## config.mk

```make
export PLATFORM = sky130hd
export DESIGN_NAME = uart_tx_fifo
export DESIGN_NICKNAME = d
export VERILOG_FILES = /design/src/rtl/uart_pkg.sv /design/src/rtl/uart_fifo_ram.sv /design/src/rtl/uart_tx_fifo.sv
export SDC_FILE = /design/constraint.sdc
export NUM_CORES = 1
export LEC_CHECK = 0
export BUFFER_PORTS_ARGS = -buffer_cell sky130_fd_sc_hd__buf_4
export CAP_MARGIN = 20
export CELL_PAD_IN_SITES_DETAIL_PLACEMENT = 1
export CELL_PAD_IN_SITES_GLOBAL_PLACEMENT = 1
export CORE_MARGIN = 2
export CORE_UTILIZATION = 45
export CTS_BUF_LIST = sky130_fd_sc_hd__clkbuf_8
export DETAILED_ROUTE_END_ITERATION = 8
export PLACE_DENSITY = 0.73
export SLEW_MARGIN = 40
export SYNTH_ARGS = -nofsm -noshare
export SYNTH_HDL_FRONTEND = slang
export SYNTH_HIERARCHICAL = 1
export SYNTH_SLANG_ARGS = --single-unit
```

## constraint.sdc

```tcl
create_clock -name clk -period 3.75 [get_ports clk]
set_input_delay 0.1875 -clock clk [delete_from_list [all_inputs] [get_ports clk]]
set_output_delay 0.1875 -clock clk [all_outputs]
set_load 0.1 [all_outputs]
```

## src/rtl/uart_pkg.sv

```systemverilog
// Shared widths and sizes for the UART transmit FIFO.
package uart_pkg;

  // Byte width carried by the UART datapath.
  localparam int UART_DATA_WIDTH    = 8;
  // Transmit FIFO pointer width.
  localparam int UART_TX_FIFO_AW    = 4;
  // Transmit FIFO depth in bytes.
  localparam int UART_TX_FIFO_DEPTH = 2 ** UART_TX_FIFO_AW;

endpackage : uart_pkg

```

## src/rtl/uart_fifo_ram.sv

```systemverilog
// Storage array for the transmit FIFO: synchronous write, combinational read.
// Contents are intentionally not reset; the pointer/count logic in the parent
// decides which entries are meaningful.
module uart_fifo_ram
  import uart_pkg::*;
#(
  parameter int DATA_WIDTH = UART_DATA_WIDTH,
  parameter int ADDR_WIDTH = UART_TX_FIFO_AW
) (
  input  logic                  clk,
  input  logic                  i_we,
  input  logic [ADDR_WIDTH-1:0] i_waddr,
  input  logic [DATA_WIDTH-1:0] i_wdata,
  input  logic [ADDR_WIDTH-1:0] i_raddr,
  output logic [DATA_WIDTH-1:0] o_rdata
);

  localparam int DEPTH = 2 ** ADDR_WIDTH;

  logic [DATA_WIDTH-1:0] r_mem [0:DEPTH-1];

  // Store the incoming byte at the write pointer when the write is accepted.
  always_ff @(posedge clk) begin
    if (i_we) begin
      r_mem[i_waddr] <= i_wdata;
    end
  end

  // Head-of-queue byte is visible without a clock so a pop can latch it directly.
  assign o_rdata = r_mem[i_raddr];

endmodule : uart_fifo_ram

```

## src/rtl/uart_tx_fifo.sv

```systemverilog
// Transmit FIFO between the APB TX-data register and the UART transmitter.
// Holds pointers, occupancy counter, registered status flags, the sticky
// overflow flag and the output byte register; storage lives in uart_fifo_ram.
module uart_tx_fifo
  import uart_pkg::*;
#(
  parameter int DATA_WIDTH = UART_DATA_WIDTH,
  parameter int ADDR_WIDTH = UART_TX_FIFO_AW
) (
  input  logic                  clk,
  input  logic                  reset,
  input  logic                  wr_en,
  input  logic [DATA_WIDTH-1:0] wr_data,
  input  logic                  fifo_read_tx,
  input  logic                  clr_overflow,
  output logic [DATA_WIDTH-1:0] tx_dout_reg,
  output logic                  fifo_empty,
  output logic                  fifo_full,
  output logic [ADDR_WIDTH:0]   fifo_count,
  output logic                  overflow
);

  localparam logic [ADDR_WIDTH:0]   ZERO_COUNT = {(ADDR_WIDTH + 1){1'b0}};
  localparam logic [ADDR_WIDTH:0]   ONE_COUNT  = {{ADDR_WIDTH{1'b0}}, 1'b1};
  localparam logic [ADDR_WIDTH:0]   FULL_COUNT = {1'b1, {ADDR_WIDTH{1'b0}}};
  localparam logic [ADDR_WIDTH-1:0] ZERO_PTR   = {ADDR_WIDTH{1'b0}};
  localparam logic [ADDR_WIDTH-1:0] ONE_PTR    = {{(ADDR_WIDTH - 1){1'b0}}, 1'b1};
  localparam logic [DATA_WIDTH-1:0] ZERO_BYTE  = {DATA_WIDTH{1'b0}};

  logic [ADDR_WIDTH-1:0] r_wr_ptr;
  logic [ADDR_WIDTH-1:0] r_rd_ptr;
  logic [ADDR_WIDTH:0]   r_count;

  logic                  w_pop;
  logic                  w_wr;
  logic                  w_ovf_set;
  logic [ADDR_WIDTH:0]   w_count_next;
  logic [DATA_WIDTH-1:0] w_rdata;

  uart_fifo_ram #(
    .DATA_WIDTH (DATA_WIDTH),
    .ADDR_WIDTH (ADDR_WIDTH)
  ) u_ram (
    .clk     (clk),
    .i_we    (w_wr),
    .i_waddr (r_wr_ptr),
    .i_wdata (wr_data),
    .i_raddr (r_rd_ptr),
    .o_rdata (w_rdata)
  );

  // Decide which requests are accepted this cycle. A pop on an empty FIFO is
  // ignored even if a write arrives in the same cycle (no fall-through); a
  // write to a full FIFO only goes in when a pop frees a slot on the same edge.
  always_comb begin
    w_pop     = 1'b0;
    w_wr      = 1'b0;
    w_ovf_set = 1'b0;
    if ((fifo_read_tx == 1'b0) && (r_count != ZERO_COUNT)) begin
      w_pop = 1'b1;
    end else begin
      w_pop = 1'b0;
    end
    if ((wr_en == 1'b1) && ((r_count != FULL_COUNT) || (w_pop == 1'b1))) begin
      w_wr = 1'b1;
    end else begin
      w_wr = 1'b0;
    end
    w_ovf_set = wr_en & ~w_wr;
  end

  // Next occupancy: simultaneous write and pop leave the count unchanged.
  always_comb begin
    w_count_next = r_count;
    case ({w_wr, w_pop})
      2'b10:   w_count_next = r_count + ONE_COUNT;
      2'b01:   w_count_next = r_count - ONE_COUNT;
      default: w_count_next = r_count;
    endcase
  end

  // Pointers, counter, status flags and output byte, all on one edge so the
  // flags always agree with the count seen by the status register.
  always_ff @(posedge clk) begin
    if (reset) begin
      r_wr_ptr    <= ZERO_PTR;
      r_rd_ptr    <= ZERO_PTR;
      r_count     <= ZERO_COUNT;
      fifo_empty  <= 1'b1;
      fifo_full   <= 1'b0;
      tx_dout_reg <= ZERO_BYTE;
      overflow    <= 1'b0;
    end else begin
      if (w_wr) begin
        r_wr_ptr <= r_wr_ptr + ONE_PTR;
      end
      if (w_pop) begin
        r_rd_ptr    <= r_rd_ptr + ONE_PTR;
        tx_dout_reg <= w_rdata;
      end
      r_count    <= w_count_next;
      fifo_empty <= (w_count_next == ZERO_COUNT);
      fifo_full  <= (w_count_next == FULL_COUNT);
      // A new overflow event wins over a clear arriving in the same cycle.
      if (w_ovf_set) begin
        overflow <= 1'b1;
      end else if (clr_overflow) begin
        overflow <= 1'b0;
      end
    end
  end

  assign fifo_count = r_count;

endmodule : uart_tx_fifo

```

After elaboration in Yosys (flattened, before gate mapping)
Memory sizes are Yosys's and may differ from the RTL's. A register that Yosys moved wholly into a read port is not among the register bits.
Index checks and enable logic that the tools add are counted.
Cells by class
  add/sub/neg operators: 4
  eq/ne operators: 4
  multiplexer cells: 7
  bitwise gates (word level): 3
  reduce and logical (&&, ||, !) cells: 6
Operators with widths (number)
  $pmux W5 S2: 1
  $add A4 B1 Y4 const B: 2
  $mux W1: 6
  $add A5 B1 Y5 const B: 1
  $eq A5 B5 Y1 const B: 1
  $logic_not A5 Y1: 1
  $ne A5 B5 Y1 const B: 1
  $reduce_bool A5 Y1: 1
  $sub A5 B1 Y5 const B: 1
  $eq A2 B1 Y1 const B: 1
  $eq A2 B2 Y1 const B: 1
  $logic_and A1 B1 Y1: 2
  $not A1 Y1: 2
  $reduce_bool A2 Y1: 1
  $and A1 B1 Y1: 1
  $logic_or A1 B1 Y1: 1
Word-level totals
  register bits: 16
  RAM bits: 128
  input port bits: 13
  output and inout port bits: 16
  word-level logic and storage cells: 31
  memories: 1
Memories
  u_ram.r_mem: words 16, bits a word 8, read ports 1, clocked after memory_dff 1, write ports 1, line uart_fifo_ram.sv:20  | logic [DATA_WIDTH-1:0] r_mem [0:DEPTH-1];

Logic depth before layout (Yosys ltp)
Gate-level depths: netlist of run 1.
  depth in word-level cells: 9
  mapped depth: 9
  gate-level depth less buffers: 8

Cells and area by module
Netlist of run 1, hierarchy kept.
By module, submodules not included
  uart_fifo_ram: instances 1, cells an instance 221, area each 4987.3 µm², sequential area each 3843.7 µm²
  uart_tx_fifo: instances 1, cells an instance 115, area each 1124.8 µm², sequential area each 480.5 µm²

Worst setup path before layout of run 1
No wires, ideal clock.
  path type: reg2reg
  from: reg r_count[0] (netlist: fifo_count[0])
  to: reg fifo_empty
  library setup time: 0.116 ns
  data arrival time: 3.234 ns
  setup slack: 0.400 ns
  stages on the path, launching flop included: 10
  path buffers: 1
  cell sequence: dfxtp_1 -> nor4_1 -> a21oi_1 -> buf_2 -> ha_1 -> ha_1 -> nor4b_1 -> a221oi_1 -> and3_1 -> a31o_2
Between the ends
  cells in the longest elaborated chain, start to end: 9
  elaborated cells between the ends (all ways): 13
Ends and longest elaborated chain
  from (decl): line uart_tx_fifo.sv:32  | logic [ADDR_WIDTH:0] r_count;
  from (signal assigned): line uart_tx_fifo.sv:101  | r_count <= w_count_next;
  $reduce_bool A5 Y1 (*): line uart_tx_fifo.sv:59  | if ((fifo_read_tx == 1'b0) && (r_count != ZERO_COUNT)) begin
  $logic_and A1 B1 Y1 (*): line uart_tx_fifo.sv:59
  $mux W1 (*): line uart_tx_fifo.sv:59
  net w_pop: line uart_tx_fifo.sv:34  | logic w_pop;
  $logic_or A1 B1 Y1: line uart_tx_fifo.sv:64  | if ((wr_en == 1'b1) && ((r_count != FULL_COUNT) || (w_pop == 1'b1))) begin
  $logic_and A1 B1 Y1: line uart_tx_fifo.sv:64
  $mux W1: line uart_tx_fifo.sv:64
  $eq A2 B1 Y1 or $eq A2 B2 Y1 (tied branches): line uart_tx_fifo.sv:75  | case ({w_wr, w_pop})
  $pmux W5 S2 (*): line uart_tx_fifo.sv:75
  $logic_not A5 Y1 (*): line uart_tx_fifo.sv:102  | fifo_empty <= (w_count_next == ZERO_COUNT);
  to (signal assigned): line uart_tx_fifo.sv:102
  to (decl): line uart_tx_fifo.sv:17  | output logic fifo_empty,
The timed path passes the listed nets; every way through them passes the cells marked *.
A chain may end at the register's enable or synchronous reset.

Final worst setup path of run 1
  from: reg r_count[0] (netlist: fifo_count[0])
  to: reg fifo_empty
Between the ends
  cells in the longest elaborated chain, start to end: 9
  elaborated cells between the ends (all ways): 13
Ends and longest elaborated chain (line)
  $reduce_bool A5 Y1: uart_tx_fifo.sv:59
  $logic_and A1 B1 Y1: uart_tx_fifo.sv:59
  $mux W1: uart_tx_fifo.sv:59
  $logic_or A1 B1 Y1: uart_tx_fifo.sv:64
  $logic_and A1 B1 Y1: uart_tx_fifo.sv:64
  $mux W1: uart_tx_fifo.sv:64
  $eq A2 B1 Y1 or $eq A2 B2 Y1 (tied branches): uart_tx_fifo.sv:75
  $pmux W5 S2 (*): uart_tx_fifo.sv:75
  $logic_not A5 Y1 (*): uart_tx_fifo.sv:102
Every way passes the cells marked *; elsewhere a longest branch is shown, timed or not.

==> impl_metrics.csv, run 1 <==
group,metric,value,unit
timing,grt_setup_unrepaired,"no",
clocking,hold_fix_buffer_count_after_cts,1,
layout,utilization,52.11,%
global_route,vias_in_the_first_global_route,3329,
logic_synthesis,synth_largest_area_cell,"sky130_fd_sc_hd__edfxtp_1",
layout,antennaDiodeCount,0,
logic_synthesis,synth-seq-cells,152,
pwr,sequential_power_share,43.5,%
pwr,pint,3.030,mW
job,maxCapViolCount,0,
clocking,cts.clk_slew.worst_paths,80,ps
layout,fin_area,0.006900,mm²
routing,route.detailed.wl_per_inst,22.65,µm
worst_hold_path,holdPathStages,1,
clocking,tritoncts_buffers,17,
timing,finalWorstSetupSlack,743.5,ps
logic_synthesis,synth-main-ff-cell,"sky130_fd_sc_hd__edfxtp_1",
timing,worst_hold_slack,40.57,ps
place,numPortBuffers,28,
clocking,cts_post_setup_buffers_inserted,0,
floorplanning,die_footprint,0.01453,mm²
logic_synthesis,synth.yosys.seq_area_share,70.75,%
routing,via_per_inst,5.616,
pwr,pwr-share-clk,25.2,%
layout,layout_common_cells,"sky130_fd_sc_hd__edfxtp_1, sky130_fd_sc_hd__buf_4, sky130_fd_sc_hd__nor2_1",
routing,drt-total-wl,12.80,mm
setup_path,critPathArrivalTime,3360,ps
logic_synthesis,synth.yosys.warnings,6,
clocking,cts_tree,"done",
logic_synthesis,synth.avg_cell_area,18.19,µm²
clocking,worstSkewPairLatency,460,ps
timing,final_period_minus_worst_setup_slack,3007,ps
layout,n_fill_cell,1256,
setup_path,worstPathMaxFanout,8,
pwr,power_per_cell_area,673.1,mW/mm²
pwr,switching_power,1.615,mW
clocking,h_tree_level_count,4,
logic_synthesis,synthesis.instances,336,
clocking,post_cts_resize_count,0,
logic_synthesis,post_synth_edffs,128,
timing,timing.clock.skew,8.018,ps
pwr,netSwitchingFraction,34.76,%
setup_path,rr_worst_depth,8,
pwr,p_comb_share,31.3,%
global_route,grt_pass1_wl,19.67,mm
setup_path,end_kind,"flop",
place,dpl-instance-area,0.006515,mm²
global_route,grt.overflow.total,0,
logic_synthesis,post-synth-top-area-fraction,62.89,%
logic_synthesis,yosys-top-cells-area,"sky130_fd_sc_hd__edfxtp_1, sky130_fd_sc_hd__dfxtp_1, sky130_fd_sc_hd__mux4_2",
place,detailed_place_hpwl,8.432,mm
timing,setup-tns-final,0,ps
floorplanning,pin_count,29,
routing,ant_nets,0,
clocking,clkSinkCount,152,
place,place_ws,777.1,ps
floorplanning,y_dimension_of_the_die,120.5,µm
floorplanning,fp.coreArea,0.01324,mm²
setup_path,timing_worst_setup_path_type,"reg2reg",
global_route,track_usage,19.17,%
status,status,"complete, no violations",
clocking,ctsLongestPathBuffers,2,
clocking,ctsRootBufferMaster,"sky130_fd_sc_hd__clkbuf_8",
worst_hold_path,hold_path_class,"in2reg",
layout,finish.net_count,397,
timing,layout_worst_path_cycle_share,80.17,%
routing,detail_route.iter0.violations,262,
layout,synthesis_to_finish_area_growth,12.90,%
timing,hold_viol,0,
logic_synthesis,synth.net_count,356,
global_route,grt_antenna_before_repair,0,
timing,worst_slew_margin_rel,43.86,%
pwr,static-leakage-power,2.292,nW
routing,via_count,3173,
floorplanning,row_count,42,
timing,max_slew.worst_pin.slew,839.1,ps
setup_path,crit_path_start_kind,"flop",
floorplanning,starting_utilization_of_the_core_area,46.15,%
logic_synthesis,syn-cell-area,0.006112,mm²
timing,slew_viol_final,0,
timing,maxClockFrequency,0.3326,GHz
place,gp_routability_congestion,0.8171,
floorplanning,die-width,120.5,µm
pwr,max-vdd-ir-drop,0.3225,mV
layout,layout_commonest_cell,"sky130_fd_sc_hd__edfxtp_1",
routing,detailedRoute.firstPassIterationCount,4,
timing,timing.final.setup_violations,0,
layout,largest_register_ff_count,128,
global_route,largest_net_degree_at_the_start_of_global_routing,36,
routing,number_of_drc_violations_after_detailed_routing,0,
logic_synthesis,ys_async_sr_fraction,0,%
logic_synthesis,synthDistinctLibCells,44,
setup_path,crit_required,4100,ps
layout,drive_gt1_share,23.91,%
[through the flow]
stage                     std cells  total power, mW
final                           565            4.645
after global routing            565            4.847
after floorplan                 336            3.178
after global placement          533            3.480
after detailed placement        533            3.521
after CTS                       565            4.697
[final cells by class]
cell class | instances | area [µm²] | area share (%)
repair buffers | 36 | 285.3 | 4.134
clock buffers | 17 | 234.0 | 3.391
flip-flops and latches | 152 | 4325 | 62.68
clock inverters | 14 | 131.4 | 1.904
multi-input cells | 166 | 1689 | 24.48
well taps | 176 | 220.2 | 3.191
inverters | 4 | 15.01 | 0.2176
[power groups by stage]
stage / sequential (mW) / clock, mW / combinational (mW)
global route: 2.03 / 1.26 / 1.55
CTS: 2.02 / 1.21 / 1.47
global placement: 2.05 / 0 / 1.43
floorplan: 2.43 / 0 / 0.752
finish: 2.02 / 1.17 / 1.46
detailed placement: 2.06 / 0 / 1.46
[worst paths after layout]
check            startpoint                end  slack [ps]
max           fifo_count[0]         fifo_empty         740
max reg2reg   fifo_count[0]         fifo_empty         740
min              wr_data[7]  u_ram/r_mem[2][7]          40
min reg2reg  tx_dout_reg[4]     tx_dout_reg[4]         510
[synth_stat cells, types with 2 or more instances]
master / instances
sky130_fd_sc_hd__edfxtp_1: 128
sky130_fd_sc_hd__nor2_1: 34
sky130_fd_sc_hd__dfxtp_1: 24
sky130_fd_sc_hd__mux4_2: 18
sky130_fd_sc_hd__a22oi_1: 16
sky130_fd_sc_hd__mux4_1: 14
sky130_fd_sc_hd__mux2i_1: 13
sky130_fd_sc_hd__nand2_1: 10
sky130_fd_sc_hd__a21oi_1: 6
sky130_fd_sc_hd__ha_1: 6
sky130_fd_sc_hd__nand3_1: 6
sky130_fd_sc_hd__buf_2: 5
sky130_fd_sc_hd__nor3_1: 5
sky130_fd_sc_hd__inv_1: 4
sky130_fd_sc_hd__xor2_1: 4
sky130_fd_sc_hd__a211oi_1: 3
sky130_fd_sc_hd__buf_6: 3
sky130_fd_sc_hd__clkdlybuf4s25_2: 3
sky130_fd_sc_hd__xnor2_1: 3
sky130_fd_sc_hd__clkbuf_1: 2
sky130_fd_sc_hd__nand2b_1: 2
sky130_fd_sc_hd__nand3b_1: 2
sky130_fd_sc_hd__nor2b_1: 2
sky130_fd_sc_hd__nor3b_1: 2
sky130_fd_sc_hd__o21a_1: 2
[kinds of logic (layout without fill, tap and decap cells)]
logic type / Yosys count / count (layout) / share of synthesized area (%)
multiplexers: 45 / 45 / 14.78
AO/OA/AOI/OAI: 34 / 34 / 4.135
buffers and inverters: 18 / 71 / 1.945
AND/OR/NAND/NOR: 73 / 73 / 5.834
adder cells (fa/ha/maj): 7 / 7 / 1.556
XOR/XNOR: 7 / 7 / 1.003
flip-flops: 152 / 152 / 70.75
[worst max-delay path, cell delays in order (launching register included)]
cell and delay [ps]:
sky130_fd_sc_hd__dfxtp_1 390, sky130_fd_sc_hd__nor4_1 670, sky130_fd_sc_hd__a21oi_1 230, sky130_fd_sc_hd__ha_1 350
sky130_fd_sc_hd__ha_1 410, sky130_fd_sc_hd__a21oi_1 110, sky130_fd_sc_hd__a211o_1 330, sky130_fd_sc_hd__a21o_1 190
sky130_fd_sc_hd__a31o_2 230
[routing by layer]
layer  wire length [µm]  part of all wire, %  up-vias  track usage [%]
met4                255                  2.0        0            8.430
met2               6298                   49       78            29.77
met5                  0                    0        -                0
met3                609                  4.8       19            5.425
met1               5630                   44     1637            25.35
li1                   -                    -     1439                -
(Power assumes the default switching activity.)
==> run 2, diff against run 1 <==
PLACE_DENSITY = 0.76   (was 0.73)
clock period = 2.5 ns   (was 3.75 ns; I/O delays follow)
==> run 2 against run 1 <==
  * Utilization is 3.6 points higher
  * First-iteration DRC count up 2.7%
  * Power up 68%
  * Critical endpoint unchanged
  * Largest power group unchanged
==> impl_metrics.csv, run 2 (same netlist as run 1, synthesis figures left out) <==
group,metric,value,unit
status,status,"complete, no violations",
layout,drive_gt1_share,30.68,%
clocking,cts_tree,"done",
clocking,cts.clk_slew.worst_paths,80,ps
layout,fin_area,0.007378,mm²
clocking,clkSinkCount,152,
routing,ant_nets,0,
pwr,max-vdd-ir-drop,0.9801,mV
timing,layout_worst_path_cycle_share,99.59,%
global_route,largest_net_degree_at_the_start_of_global_routing,36,
clocking,ctsLongestPathBuffers,2,
layout,layout_common_cells,"sky130_fd_sc_hd__edfxtp_1, sky130_fd_sc_hd__buf_4, sky130_fd_sc_hd__nor2_1",
timing,grt_setup_unrepaired,"yes",
setup_path,critPathMaxStageDelay,370,ps
place,placed_cells_incl_taps,546,
place,gp_routability_congestion,0.7627,
clocking,worstSkewPairLatency,440,ps
floorplanning,y_dimension_of_the_die,120.5,µm
layout,antennaDiodeCount,0,
floorplanning,pin_count,29,
place,detailed_place_hpwl,8.657,mm
routing,detailedRoute.firstPassIterationCount,4,
timing,slew_viol_final,0,
floorplanning,die_footprint,0.01453,mm²
setup_path,end_kind,"flop",
setup_path,worstPathMaxFanout,6,
setup_path,timing_worst_setup_path_type,"reg2reg",
clocking,ctsRootBufferMaster,"sky130_fd_sc_hd__clkbuf_8",
timing,finalWorstSetupSlack,10.33,ps
place,numPortBuffers,28,
place,place_ws,-17.39,ps
setup_path,timing.rr.start,"fifo_count[1]",
worst_hold_path,hold_path_class,"in2reg",
job,maxCapViolCount,0,
global_route,grt.overflow.total,0,
global_route,vias_in_the_first_global_route,3611,
setup_path,worstReg2RegEnd,"fifo_empty",
clocking,tritoncts_buffers,17,
floorplanning,die-width,120.5,µm
setup_path,crit_required,2830,ps
pwr,static-leakage-power,2.484,nW
setup_path,critical_path.top_delay_family,"adder cells",
floorplanning,starting_utilization_of_the_core_area,46.15,%
layout,synthesis_to_finish_area_growth,20.72,%
routing,via_count,3313,
setup_path,worst_path_max_delay_cell,"sky130_fd_sc_hd__fa_2",
timing,hold_viol,0,
timing,maxClockFrequency,0.4017,GHz
setup_path,critPathArrivalTime,2820,ps
timing,timing.final.setup_violations,0,
layout,finish.net_count,421,
setup_path,crit_path_start_kind,"flop",
global_route,grt_pass1_wl,20.84,mm
routing,number_of_drc_violations_after_detailed_routing,0,
setup_path,worst-r2r-setup-slack,10,ps
timing,final_period_minus_worst_setup_slack,2490,ps
worst_hold_path,hold_path_end,"r_rd_ptr[1]",
setup_path,rr_worst_depth,9,
timing,worst_hold_slack,43.67,ps
pwr,power_per_cell_area,1060,mW/mm²
layout,largest_register_ff_count,128,
setup_path,worst-path-buf-inv,1,
global_route,grt_antenna_before_repair,0,
layout,final-instance-count-excl-fill,590,
worst_hold_path,holdPathStages,2,
clocking,h_tree_level_count,4,
routing,via_per_inst,5.615,
setup_path,crit_path_cell_trace,"buf_12 -> nor4_4 -> a21oi_1 -> ha_4 -> fa_2 -> xor2_1 -> o31ai_4 -> and3_1 -> a31o_2",
global_route,track_usage,19.96,%
routing,drt-total-wl,13.41,mm
layout,layout_commonest_cell,"sky130_fd_sc_hd__edfxtp_1",
place,dpl-instance-area,0.006724,mm²
floorplanning,row_count,42,
routing,detail_route.iter0.violations,269,
timing,setup-tns-final,0,ps
timing,worst_slew_margin_rel,54.19,%
timing,max_slew.worst_pin.slew,685.8,ps
timing,timing.clock.skew,10.61,ps
floorplanning,fp.coreArea,0.01324,mm²
worst_hold_path,hold_start,"reset",
routing,route.detailed.wl_per_inst,22.73,µm
[run 2: where the power goes]
part,switching [mW],leakage (nW),internal [mW]
combinational,1.55,0.887,1.02
clock,0.929,0.241,1.30
sequential,0.123,1.36,2.90
total,2.60,2.48,5.23
[run 2: worst max-delay path by stage]
stage               depth (start not counted)          start         end
detailed placement                          7  fifo_count[1]   fifo_full
global placement                            7  fifo_count[1]   fifo_full
floorplan                                   8  fifo_count[2]  fifo_empty
global route                                8  fifo_count[2]  fifo_empty
finish                                      9  fifo_count[1]  fifo_empty
CTS                                         8  fifo_count[1]  fifo_empty
[run 2: cell type report]
class                           count  area [µm²]
Multi-Input combinational cell    166        1793
Inverter                            4       15.01
Tap cell                          176       220.2
Clock buffer                       17       234.0
Sequential cell                   152        4344
Fill cell                        1217        5864
Clock inverter                     15       246.5
Timing Repair Buffer               60       525.5
[run 2: repair_timing]
item | CTS | global route
endpoints found under the setup margin | 2 | 19
resized for setup | 1 | 10
endpoints found under the hold margin | 115 | 0
buffers inserted | 0 | 2
pin swaps | 0 | 1
hold buffers | 10 | 0
[run 2: layer usage]
| layer | global-route usage (%) | share of wire [%] | vias to the layer above | routed length, µm |
|---|---|---|---|---|
| met1 | 25.72 | 43 | 1713 | 5710 |
| met3 | 5.236 | 5.5 | 12 | 732 |
| met2 | 32.70 | 51 | 101 | 6778 |
| li1 | - | - | 1487 | - |
| met5 | 0 | 0 | - | 0 |
| met4 | 7.485 | 1.4 | 0 | 189 |
[run 2: worst reg2reg max path: stages (launching register included)]
cell                      delay, ps
sky130_fd_sc_hd__dfxtp_4        360
sky130_fd_sc_hd__buf_12         120
sky130_fd_sc_hd__nor4_4         320
sky130_fd_sc_hd__a21oi_1        180
sky130_fd_sc_hd__ha_4           230
sky130_fd_sc_hd__fa_2           370
sky130_fd_sc_hd__xor2_1         310
sky130_fd_sc_hd__o31ai_4        120
sky130_fd_sc_hd__and3_1         150
sky130_fd_sc_hd__a31o_2         230
[run 2: stage by stage]
stage,utilization [%],power [mW]
6_report,55.72,7.824
2_1_floorplan,-,4.937
3_5_place_dp,50.77,5.514
4_1_cts,55.20,7.772
5_1_grt,55.72,8.152
3_3_place_gp,50.77,5.426
